--- src/rtl/fft_input_loader.sv ---
// ---------------------------------------------------------------------------
// fft_input_loader
//
// Purpose:
//   Collects a stream of complex samples into 8-sample frames for the first
//   stage of an 8-point FFT. Two frame banks (A/B) are used in ping-pong
//   fashion. One bank fills from the input stream while the other presents a
//   complete frame downstream. This sustains one sample per clock when the
//   consumer keeps up.
//
// Configuration:
//   FFT_LOADER_BITREV_EN - when defined, out_k carries sample bitrev3(k) of
//                          the read bank. When undefined (default), out_k
//                          carries sample k (natural order).
//
// Parameters:
//   N         - sample width is W = 2**N bits (two's complement).
//
// Ports:
//   clk                    - single clock, rising-edge active
//   rst                    - synchronous active-high reset
//   in_valid / in_ready    - input sample handshake
//   in_r / in_i            - input sample real / imaginary part
//   out_0_r .. out_7_r     - frame real parts from the read bank
//   out_0_i .. out_7_i     - frame imaginary parts from the read bank
//   out_valid / out_ready  - frame handshake; a frame is released on
//                            out_valid && out_ready
// ---------------------------------------------------------------------------
module fft_input_loader #(
    parameter int N = 4
) (
    input  logic                     clk,
    input  logic                     rst,
    input  logic                     in_valid,
    output logic                     in_ready,
    input  logic signed [2**N-1:0]   in_r,
    input  logic signed [2**N-1:0]   in_i,
    output logic signed [2**N-1:0]   out_0_r,
    output logic signed [2**N-1:0]   out_1_r,
    output logic signed [2**N-1:0]   out_2_r,
    output logic signed [2**N-1:0]   out_3_r,
    output logic signed [2**N-1:0]   out_4_r,
    output logic signed [2**N-1:0]   out_5_r,
    output logic signed [2**N-1:0]   out_6_r,
    output logic signed [2**N-1:0]   out_7_r,
    output logic signed [2**N-1:0]   out_0_i,
    output logic signed [2**N-1:0]   out_1_i,
    output logic signed [2**N-1:0]   out_2_i,
    output logic signed [2**N-1:0]   out_3_i,
    output logic signed [2**N-1:0]   out_4_i,
    output logic signed [2**N-1:0]   out_5_i,
    output logic signed [2**N-1:0]   out_6_i,
    output logic signed [2**N-1:0]   out_7_i,
    output logic                     out_valid,
    input  logic                     out_ready
);

    localparam int W = 2**N;

    // Frame storage: [bank][sample index]
    logic signed [W-1:0] bank_r_q [2][8];
    logic signed [W-1:0] bank_i_q [2][8];

    logic [1:0] full_q, full_d;
    logic [2:0] widx_q, widx_d;
    logic       wsel_q, wsel_d;
    logic       rsel_q, rsel_d;

    logic xfer;
    logic release_frame;

    // Maps output position k to the sample index within the read bank.
    function automatic logic [2:0] src_idx(input logic [2:0] k);
`ifdef FFT_LOADER_BITREV_EN
        return {k[0], k[1], k[2]};
`else
        return k;
`endif
    endfunction

    // in_ready depends only on registered state (plus rst). It never depends
    // on out_ready. A bank being released this cycle therefore only becomes
    // writable on the next cycle. This keeps the input path free of
    // combinational paths from downstream.
    assign in_ready      = !rst && !full_q[wsel_q];
    assign out_valid     = full_q[rsel_q];
    assign xfer          = in_valid && in_ready;
    assign release_frame = out_valid && out_ready;

    always_comb begin
        full_d = full_q;
        widx_d = widx_q;
        wsel_d = wsel_q;
        rsel_d = rsel_q;

        if (release_frame) begin
            full_d[rsel_q] = 1'b0;
            rsel_d         = ~rsel_q;
        end

        // Applied after the release so that a completing write always marks
        // its bank full, even when both events occur in the same cycle.
        if (xfer) begin
            widx_d = widx_q + 3'd1;
            if (widx_q == 3'd7) begin
                full_d[wsel_q] = 1'b1;
                wsel_d         = ~wsel_q;
            end
        end
    end

    always_ff @(posedge clk) begin
        if (rst) begin
            full_q <= 2'b00;
            widx_q <= 3'd0;
            wsel_q <= 1'b0;
            rsel_q <= 1'b0;
            for (int b = 0; b < 2; b++) begin
                for (int k = 0; k < 8; k++) begin
                    bank_r_q[b][k] <= '0;
                    bank_i_q[b][k] <= '0;
                end
            end
        end else begin
            full_q <= full_d;
            widx_q <= widx_d;
            wsel_q <= wsel_d;
            rsel_q <= rsel_d;
            if (xfer) begin
                bank_r_q[wsel_q][widx_q] <= in_r;
                bank_i_q[wsel_q][widx_q] <= in_i;
            end
        end
    end

    assign out_0_r = bank_r_q[rsel_q][src_idx(3'd0)];
    assign out_1_r = bank_r_q[rsel_q][src_idx(3'd1)];
    assign out_2_r = bank_r_q[rsel_q][src_idx(3'd2)];
    assign out_3_r = bank_r_q[rsel_q][src_idx(3'd3)];
    assign out_4_r = bank_r_q[rsel_q][src_idx(3'd4)];
    assign out_5_r = bank_r_q[rsel_q][src_idx(3'd5)];
    assign out_6_r = bank_r_q[rsel_q][src_idx(3'd6)];
    assign out_7_r = bank_r_q[rsel_q][src_idx(3'd7)];

    assign out_0_i = bank_i_q[rsel_q][src_idx(3'd0)];
    assign out_1_i = bank_i_q[rsel_q][src_idx(3'd1)];
    assign out_2_i = bank_i_q[rsel_q][src_idx(3'd2)];
    assign out_3_i = bank_i_q[rsel_q][src_idx(3'd3)];
    assign out_4_i = bank_i_q[rsel_q][src_idx(3'd4)];
    assign out_5_i = bank_i_q[rsel_q][src_idx(3'd5)];
    assign out_6_i = bank_i_q[rsel_q][src_idx(3'd6)];
    assign out_7_i = bank_i_q[rsel_q][src_idx(3'd7)];

endmodule
--- config.mk ---
export PLATFORM = sky130hd
export DESIGN_NAME = fft_input_loader
export DESIGN_NICKNAME = d
export VERILOG_FILES = /design/src/rtl/fft_input_loader.sv
export SDC_FILE = /design/constraint.sdc
export NUM_CORES = 1
export LEC_CHECK = 0
export ABC_CLOCK_PERIOD_IN_PS = 6000
export BUFFER_PORTS_ARGS = -buffer_cell sky130_fd_sc_hd__buf_2
export CORE_UTILIZATION = 64
export CTS_BUF_LIST = sky130_fd_sc_hd__clkbuf_8
export CTS_CLUSTER_DIAMETER = 100
export DETAILED_ROUTE_END_ITERATION = 12
export GPL_TIMING_DRIVEN = 0
export PLACE_DENSITY_LB_ADDON = 0.12
export SLEW_MARGIN = 0
export SYNTH_ARGS = -nofsm -noshare
export SYNTH_HDL_FRONTEND = slang
export SYNTH_SLANG_ARGS = --single-unit
--- constraint.sdc ---
create_clock -name clk -period 6 [get_ports clk]
set_input_delay 0 -clock clk [delete_from_list [all_inputs] [get_ports clk]]
set_output_delay 0 -clock clk [all_outputs]
set_load 0.1 [all_outputs]
==> flow_metrics.py <==
metrics = {
    "status": {
        "status": "completed",
    },
    "placed_design": {
        "gp_congestion": 0.861,
        "port_buffers": 293,
        "hpwl_um": 37100,
        "pre_cts_slack_ps": 3100,
    },
    "layout": {
        "regArea_um2": 15500,
        "fillers": 1910,
        "syn_to_final_growth_pct": 19.5,
        "nets": 1734,
        "fin_util_pct": 77.8,
        "drive_above_1_share_pct": 42.0,
        "multi_input_area_um2": 5380,
    },
    "yosys": {
        "ys_warn_count": 0,
        "yosysMostFrequentCell": "edfxtp_1",
        "postSynthCellCount": 1273,
        "syn_area_um2": 21200,
        "seq_area_frac_synth_pct": 73.1,
        "syn_area_per_cell_um2": 16.7,
        "synth-edff-count": 512,
        "synth.distinct_cells": 32,
        "synth_top_area_cell": "edfxtp_1",
        "synthArstFlopShare_pct": 0,
        "syn-num-nets": 1311,
        "synth_area_leaders": "edfxtp_1 72%, mux2_2 14%, and2_1 5.7%",
        "yosys.area.top_type_share_pct": 72.4,
        "synth_seq_cells": 520,
        "ys_top_cells_by_count": "512 x edfxtp_1, 257 x mux2_2, 193 x and2_1",
        "synthFlopType": "edfxtp_1",
    },
    "timing": {
        "rsz0062_at_grt": "false",
        "setup-tns-final_ps": 0,
        "slew_violations": 0,
        "max_clock_freq_mhz": 333,
        "finalCritPeriodShare_pct": 50.0,
        "finClkSkew_ps": 18.4,
        "slew_headroom_pct": 25.2,
        "tightest_slew_ps": 1110,
        "min_period_ps": 3000,
        "finalSetupViolCount": 0,
        "fin_ws_ps": 3000,
        "finalHoldViolations": 0,
    },
    "route": {
        "ant_nets": 0,
        "wl_um": 56600,
        "first_pass_iters": 5,
        "drt_iter0_markers": 1299,
        "vias": 12990,
        "vias_per_cell": 5.93,
        "wl_per_cell_um": 25.9,
        "drc": 0,
    },
    "die": {
        "ios": 294,
        "dieArea_um2": 33900,
        "row_count": 66,
        "core_area_um2": 32600,
        "die_y_um": 184,
        "dieWidth_um": 184,
        "start_util_pct": 65.1,
    },
    "worst_setup_path": {
        "crit_chain": "mux2i_1 > a41oi_1 > buf_2 > nor2_4 > buf_16",
        "critPathMaxStageDelay_ps": 720,
        "startpoint_type": "flop",
        "cp_top_family": "buffers and inverters",
        "crit_path_top_delay_cell": "nor2_4",
        "crit_type": "reg -> reg",
        "cp.arrival_ps": 3280,
        "crit_fanout": 19,
        "path_buf_inv": 2,
        "crit_path_end_kind": "flop",
        "crit_required_ps": 6280,
    },
    "flow_run": {
        "cap_viol_max_count": 0,
    },
    "global_route": {
        "grt_pass1_vias": 12943,
        "grt_max_degree": 33,
        "antenna_found_initial": 3,
        "grt_pass1_wl_um": 81600,
        "grt.total_usage_pct": 34.1,
        "overflow": 0,
    },
    "pwr": {
        "power_per_cell_area_nw_per_um2": 320,
        "power_leakage_nw": 10.3,
        "ir_drop_mv": 0.276,
    },
    "clock_tree": {
        "clk_latency_ps": 590,
        "postCtsSetupRepairBufs": 0,
        "tritoncts": "yes",
        "clkSinkCount": 520,
        "cts_buffers": 79,
        "cts_max_path_buffers": 3,
        "cts_root_buf": "clkbuf_8",
        "cts_max_level": 3,
        "ctsHoldBuffers": 35,
        "clk_pin_slew_ps": 60,
        "cts_resized": 0,
    },
    "min_path": {
        "hold_path.class": "in -> reg",
    },
}
-- per-layer routing --
metal	GRT usage [%]	share of wire, %	vias to the layer above
met5	0	0	-
met4	11.6	2.9	0
met3	6.90	9.7	120
met2	56.5	49	810
met1	45.3	38	6511
li1	-	-	5549
-- placed cells by master, fill, tap and decap left out, types with 8 or more instances in the layout --
cell type	n
and2_1	193
dlygate4sd3_1	35
clkbuf_1	11
nand2_1	37
inv_1	35
nor2_1	103
buf_6	13
buf_16	8
mux2_2	257
buf_2	334
edfxtp_1	512
and3_1	32
clkbuf_8	79
clkinv_1	13
dfxtp_1	8
-- worst paths after layout --
check                          to  cells after the start  slack [ps]      start
setup / recovery  bank_i_q[1][85]                      5        3000  full_q[0]
hold / removal    bank_r_q[0][32]                      3         320    in_r[0]
setup reg to reg  bank_i_q[1][85]                      5        3000  full_q[0]
hold reg to reg            wsel_q                      2         580  full_q[1]
-- cell type report --
class                   count  area share [%]
well taps                 442            2.18
diodes                      3          0.0296
clock buffers              79            4.28
flip-flops and latches    520            61.2
multi-input cells         679            21.2
plain buffers              70            1.64
repair buffers            342            8.48
clock inverters            51           0.936
inverters                   4          0.0591
-- logic make-up (layout without fill, tap and decap cells) --
family,Yosys count,count (layout),synth area share (%)
AOI/OAI and AO/OA,20,20,0.642
adders and majority gates,2,2,0.118
buffers and inverters,74,546,2.03
DFF,520,520,73.1
muxes,259,259,13.7
other,0,3,0
and+or+nand+nor,398,398,10.4
-- worst min-delay path, stage by stage --
cell,delay (ps)
dlygate4sd3_1,520
buf_2,170
and2_1,140
-- registers in the layout (all words and copies together) (netlist names), named ones only --
| name | flops |
|---|---|
| bank_i_q | 256 |
| bank_r_q | 256 |
| full_q | 2 |
| rsel_q | 1 |
| widx_q | 3 |
| wsel_q | 1 |
-- power breakdown --
| part | total (mW) | leakage, nW | switching [mW] | internal, mW |
|---|---|---|---|---|
| Sequential | 4.25 | 5.34 | 0.0508 | 4.20 |
| Combinational | 1.30 | 4.14 | 1.07 | 0.226 |
| Clock | 2.56 | 0.785 | 1.30 | 1.26 |
| Total | 8.11 | 10.3 | 2.43 | 5.69 |
-- stage by stage --
stage	std cells	power, mW	area [um^2]	hold slack (ps)
global route	2189	8.32	25400	336
finish	2190	8.11	25400	325
detailed placement	2022	5.60	23700	381
CTS	2187	8.11	25400	294
floorplan	1273	5.29	21200	198
global placement	2008	5.55	23300	361
No activity file was read; power rests on OpenSTA's default activity.
